File: src/rtl/imm_ext_pkg.sv
// Shared encodings for the immediate-extension stage: extension opcodes and
// the occupancy states of the OUT/SKID output buffer.
package imm_ext_pkg;

    localparam int EXT_OP_W = 3;

    localparam logic [EXT_OP_W-1:0] EXT_ZERO    = 3'b000;
    localparam logic [EXT_OP_W-1:0] EXT_SIGNED  = 3'b001;
    localparam logic [EXT_OP_W-1:0] EXT_HIGHPOS = 3'b010;
    localparam logic [EXT_OP_W-1:0] EXT_BRANCH  = 3'b011;
    localparam logic [EXT_OP_W-1:0] EXT_JUMP    = 3'b100;
    localparam logic [EXT_OP_W-1:0] EXT_SHAMT   = 3'b101;

    typedef enum logic [1:0] {
        BUF_EMPTY = 2'b00,
        BUF_ONE   = 2'b01,
        BUF_FULL  = 2'b10
    } buf_state_e;

endpackage

File: src/rtl/imm_ext_core.sv
// Combinational immediate extender: turns the 26-bit instruction field into a
// DATA_W operand according to the extension opcode; flags unused opcodes.
module imm_ext_core
    import imm_ext_pkg::*;
#(
    parameter int DATA_W = 32
) (
    input  logic [25:0]         field,
    input  logic [EXT_OP_W-1:0] op,
    output logic [DATA_W-1:0]   data,
    output logic                err
);

    logic [15:0]       imm_s;
    logic [DATA_W-1:0] sext_s;

    assign imm_s  = field[15:0];
    assign sext_s = {{(DATA_W-16){imm_s[15]}}, imm_s};

    // Opcode decode; shifting the sign-extended value keeps the sign above the
    // shifted field for both operand widths.
    always_comb begin
        data = '0;
        err  = 1'b0;
        case (op)
            EXT_ZERO:    data[15:0] = imm_s;
            EXT_SIGNED:  data       = sext_s;
            EXT_HIGHPOS: data       = sext_s << 5'd16;
            EXT_BRANCH:  data       = sext_s << 5'd2;
            EXT_JUMP:    data[27:0] = {field, 2'b00};
            EXT_SHAMT:   data[4:0]  = field[10:6];
            default:     err        = 1'b1;
        endcase
    end

endmodule

File: src/rtl/imm_ext_pipe.sv
// Registered immediate-extension stage with a 2-entry OUT/SKID buffer,
// valid/ready handshakes on both sides and a synchronous flush.
module imm_ext_pipe
    import imm_ext_pkg::*;
#(
    parameter int DATA_W = 32,
    parameter int TAG_W  = 5
) (
    input  logic                clk,
    input  logic                rst_n,
    input  logic                flush,
    input  logic                in_valid,
    output logic                in_ready,
    input  logic [25:0]         in_field,
    input  logic [EXT_OP_W-1:0] in_op,
    input  logic [TAG_W-1:0]    in_tag,
    output logic                out_valid,
    input  logic                out_ready,
    output logic [DATA_W-1:0]   out_data,
    output logic [TAG_W-1:0]    out_tag,
    output logic                out_err
);

    logic [DATA_W-1:0] core_data_s;
    logic              core_err_s;
    logic              accept_s;
    logic              drain_s;
    logic              load_out_s;
    logic              load_skid_s;
    logic              skid_to_out_s;
    buf_state_e        state_r;
    buf_state_e        state_nxt_s;
    logic              skid_valid_r;
    logic [DATA_W-1:0] skid_data_r;
    logic [TAG_W-1:0]  skid_tag_r;
    logic              skid_err_r;

    imm_ext_core #(.DATA_W(DATA_W)) u_core (
        .field (in_field),
        .op    (in_op),
        .data  (core_data_s),
        .err   (core_err_s)
    );

    assign accept_s = in_valid && in_ready;
    assign drain_s  = out_valid && out_ready;

    // Next buffer state and which register captures data this cycle.
    always_comb begin
        state_nxt_s   = state_r;
        load_out_s    = 1'b0;
        load_skid_s   = 1'b0;
        skid_to_out_s = 1'b0;
        case (state_r)
            BUF_EMPTY: begin
                if (accept_s) begin
                    state_nxt_s = BUF_ONE;
                    load_out_s  = 1'b1;
                end else begin
                    state_nxt_s = BUF_EMPTY;
                end
            end
            BUF_ONE: begin
                if (drain_s && accept_s) begin
                    state_nxt_s = BUF_ONE;
                    load_out_s  = 1'b1;
                end else if (drain_s) begin
                    state_nxt_s = BUF_EMPTY;
                end else if (accept_s) begin
                    state_nxt_s = BUF_FULL;
                    load_skid_s = 1'b1;
                end else begin
                    state_nxt_s = BUF_ONE;
                end
            end
            BUF_FULL: begin
                if (drain_s) begin
                    state_nxt_s   = BUF_ONE;
                    skid_to_out_s = 1'b1;
                end else begin
                    state_nxt_s = BUF_FULL;
                end
            end
            default: state_nxt_s = BUF_EMPTY;
        endcase
    end

    // Buffer registers; in_ready is registered from the next state so it never
    // depends combinationally on out_ready.
    always_ff @(posedge clk or negedge rst_n) begin
        if (!rst_n) begin
            state_r      <= BUF_EMPTY;
            in_ready     <= 1'b0;
            out_valid    <= 1'b0;
            out_data     <= '0;
            out_tag      <= '0;
            out_err      <= 1'b0;
            skid_valid_r <= 1'b0;
            skid_data_r  <= '0;
            skid_tag_r   <= '0;
            skid_err_r   <= 1'b0;
        end else if (flush) begin
            state_r      <= BUF_EMPTY;
            in_ready     <= 1'b1;
            out_valid    <= 1'b0;
            skid_valid_r <= 1'b0;
        end else begin
            state_r      <= state_nxt_s;
            in_ready     <= (state_nxt_s != BUF_FULL);
            out_valid    <= (state_nxt_s != BUF_EMPTY);
            skid_valid_r <= (state_nxt_s == BUF_FULL);
            if (load_out_s) begin
                out_data <= core_data_s;
                out_tag  <= in_tag;
                out_err  <= core_err_s;
            end else if (skid_to_out_s) begin
                out_data <= skid_data_r;
                out_tag  <= skid_tag_r;
                out_err  <= skid_err_r;
            end
            if (load_skid_s) begin
                skid_data_r <= core_data_s;
                skid_tag_r  <= in_tag;
                skid_err_r  <= core_err_s;
            end
        end
    end

endmodule

File: config.mk
export PLATFORM = sky130hd
export DESIGN_NAME = imm_ext_pipe
export DESIGN_NICKNAME = d
export VERILOG_FILES = /design/src/rtl/imm_ext_pkg.sv /design/src/rtl/imm_ext_core.sv /design/src/rtl/imm_ext_pipe.sv
export SDC_FILE = /design/constraint.sdc
export NUM_CORES = 1
export LEC_CHECK = 0
export CAP_MARGIN = 0
export CORE_MARGIN = 2
export CORE_UTILIZATION = 45
export DETAILED_ROUTE_END_ITERATION = 12
export HOLD_SLACK_MARGIN = 0.15
export PLACE_DENSITY = 0.73
export SYNTH_ARGS = -nofsm -noshare
export SYNTH_HDL_FRONTEND = slang
export SYNTH_SLANG_ARGS = --single-unit
File: constraint.sdc
create_clock -name clk -period 1.85 [get_ports clk]
set_clock_uncertainty 0.15 [all_clocks]
set_input_delay 0.4625 -clock clk [delete_from_list [all_inputs] [get_ports clk]]
set_output_delay 0.4625 -clock clk [all_outputs]
set_load 0.03 [all_outputs]
==> flow_metrics.py <==
metrics = {
    "timing": {
        "slew_headroom": 0.721,
        "fin_crit_ns": 1.84,
        "slew_violations": 0,
        "fmax_mhz": 543,
        "worst_slack_ns": 0.00947,
        "finalSetupViolations": 0,
        "period_share": 0.995,
        "rsz0062_at_grt": "yes",
        "worstMarginPinSlew_ns": 0.419,
        "hold_viol": 0,
        "fin_tns_setup_ns": 0,
        "holdWs_ns": 0.337,
    },
    "detailed_routing": {
        "drt_pass1_iterations": 5,
        "routedWlPerCell_um": 19.2,
        "postRouteWirelength_um": 12700,
        "viasPerCell": 5.96,
        "drt_iter0_markers": 403,
        "drtAntennaViolNets": 0,
        "drc": 0,
        "vias": 3950,
    },
    "global_route": {
        "grt_max_degree": 51,
        "antenna_found_initial": 0,
        "grt_pass1_wl_um": 19400,
        "grtUsageTotal": 0.243,
        "overflow": 0,
        "grt_pass1_vias": 3835,
    },
    "flow_run": {
        "cap_violations": 0,
    },
    "logic_synthesis": {
        "yosysSeqAreaShare": 0.474,
        "async_reset_ff_frac": 1.00,
        "synth_commonest_cells": "dfrtp_1, nand2_1, o22a_1, a21oi_1, buf_2",
        "synth_cells": 424,
        "syn-num-nets": 465,
        "synth-simple-area-share": 0.188,
        "synth_top_family_by_area": "compound AO/OA/AOI/OAI gates",
        "syn_area_um2": 4230,
        "ys_warn_count": 0,
        "muxShareOfSynthArea": 0.0213,
        "yosysTopAreaCellShare": 0.474,
        "synthFlopType": "dfrtp_1",
        "synth_edf_count": 0,
        "yosys.area_share.xor_xnor": 0,
        "yosysTopAreaCell": "dfrtp_1",
        "synth.avg_cell_area_um2": 9.97,
        "yosys.area_share.adder": 0.00592,
        "synth_compound_area_frac": 0.253,
        "post_synth_num_cell_types": 48,
        "synth-seq-cells": 80,
        "synthMostInstantiatedCell": "dfrtp_1",
        "yosys-top-cells-area": "dfrtp_1, o22a_1, nand2_1, nor2b_1, o2bb2ai_1",
    },
    "power": {
        "powerDensity_nw_per_um2": 948,
        "p_total_mw": 5.62,
        "max-vdd-ir-drop_v": 0.000425,
        "p_leak_nw": 2.65,
    },
    "setup_path": {
        "crit_buf_inv": 1,
        "arrival_ns": 1.99,
        "crit_path_top_delay_cell": "dfrtp_2",
        "critPathKind": "reg2reg",
        "cp_data_required_time_ns": 2.00,
        "startpoint_type": "flip-flop",
        "end_kind": "flip-flop",
        "crit_path_max_fanout": 8,
        "cpPeakStageDelay_ns": 0.37,
        "crit_chain": "and2_4, ha_4, nand2_4, a21o_4, a21oi_4, clkbuf_16, o22a_1",
        "cp_top_family": "compound AO/OA/AOI/OAI gates",
    },
    "clock_tree": {
        "worstSkewPairLatency_ns": 0.36,
        "clk_pin_slew_worst_paths_ns": 0.09,
        "cts_tree": "yes",
        "cts_buffers": 9,
        "clock_sinks": 80,
        "clockBufferDepth": 2,
        "root_buffer": "clkbuf_8",
        "ctsHtreeMaxLevel": 3,
    },
    "floorplanning": {
        "die-area_um2": 10200,
        "fp.dieW_um": 101,
        "ios": 79,
        "die_y_um": 101,
        "core_um2": 9200,
        "start_util": 0.460,
        "rows": 35,
    },
    "layout": {
        "finish.net_count": 588,
        "fin_util": 0.645,
        "finalNonFillerCells": 663,
        "final_cell_area_um2": 5930,
        "drive_gt1_frac": 0.250,
        "insertedDiodeCount": 0,
        "syn2layout_area_growth_pct": 40.3,
    },
    "status": {
        "status": "finished, final reports clean",
    },
    "hold_path": {
        "hp-class": "reg2reg",
    },
    "placement": {
        "place_ws_ns": -0.584,
        "placed_cell_area_um2": 5460,
        "portBuffers": 78,
        "place_congestion": 0.921,
        "dp_hpwl_um": 8360,
        "dp_cells": 634,
    },
}
worst register-to-register path, delay by kind of cell, from the launching register on:
family,cells,cell delay (ns)
buffers and inverters,1,0.23
AOI/OAI and AO/OA,3,0.67
adders and majority gates,1,0.14
and+or+nand+nor,2,0.22
DFF,1,0.37
cells in the final DEF (no fill, tap or decap), types with 6 or more instances in the layout:
| cell type | instances |
|---|---|
| a21oi_1 | 23 |
| a22oi_1 | 7 |
| o2bb2ai_1 | 14 |
| nand2_1 | 49 |
| nor2_1 | 21 |
| mux2_2 | 8 |
| a221oi_1 | 6 |
| buf_6 | 7 |
| clkdlybuf4s50_1 | 31 |
| and4b_1 | 7 |
| o21ai_1 | 15 |
| nor2b_1 | 20 |
| buf_4 | 57 |
| and2_1 | 8 |
| clkbuf_8 | 9 |
| a221oi_2 | 7 |
| dlygate4sd2_1 | 43 |
| dfrtp_1 | 77 |
| o22a_1 | 28 |
| o21ai_0 | 10 |
| a2bb2oi_1 | 6 |
layout make-up:
type | instances | area [um^2]
fillers | 776 | 3270
multi-input cells | 299 | 2140
flip-flops and latches | 80 | 2010
repair buffers | 153 | 1440
well taps | 111 | 139
clock buffers | 9 | 124
clock inverters | 7 | 66.3
inverters | 4 | 17.5
report_power, final:
part,internal [mW],switching [mW]
clock,0.512,0.717
sequential,2.19,0.266
combinational,0.851,1.08
registers in the layout, summed over array words and instances, names as in the netlist:
register / count
out_data: 32
out_tag: 5
in_ready: 1
out_err: 1
state_r: 2
out_valid: 1
skid_tag_r: 5
skid_err_r: 1
skid_data_r: 32
cells by family (layout without fill, tap and decap cells):
| group | Yosys count | in the layout |
|---|---|---|
| mux | 8 | 8 |
| fa+ha+maj | 2 | 2 |
| simple gates | 142 | 143 |
| flops | 80 | 80 |
| buf+inv | 47 | 173 |
| compound gates | 145 | 146 |
routing by layer:
layer / GRT usage / wire (um) / up-vias
met5: 0 / 0 / -
met4: 0.0644 / 223 / 0
met3: 0.0437 / 739 / 17
met2: 0.397 / 6090 / 157
met1: 0.335 / 5680 / 1952
li1: - / - / 1824
timing repair:
| item | CTS | global route |
|---|---|---|
| gates resized for setup | 60 | 37 |
| pin swaps | 5 | 6 |
| hold buffers | 1 | 0 |
| endpoints found under the hold margin | 22 | 0 |
| setup buffers | 1 | 3 |
| gates cloned | 3 | 5 |
| setup endpoints to repair | 116 | 51 |
final timing paths:
check,from,end,slack (ns),cells past startpoint
worst max-delay path,in_ready,out_data[17],0.009,7
worst min-delay path,skid_tag_r[4],skid_tag_r[4],0.34,2
worst max register to register,in_ready,out_data[17],0.009,7
worst min register to register,skid_tag_r[4],skid_tag_r[4],0.34,2
max in group asynchronous,rst_n,out_data[15],0.67,3
min in group asynchronous,rst_n,skid_tag_r[0],0.38,2
(Power assumes the default switching activity.)
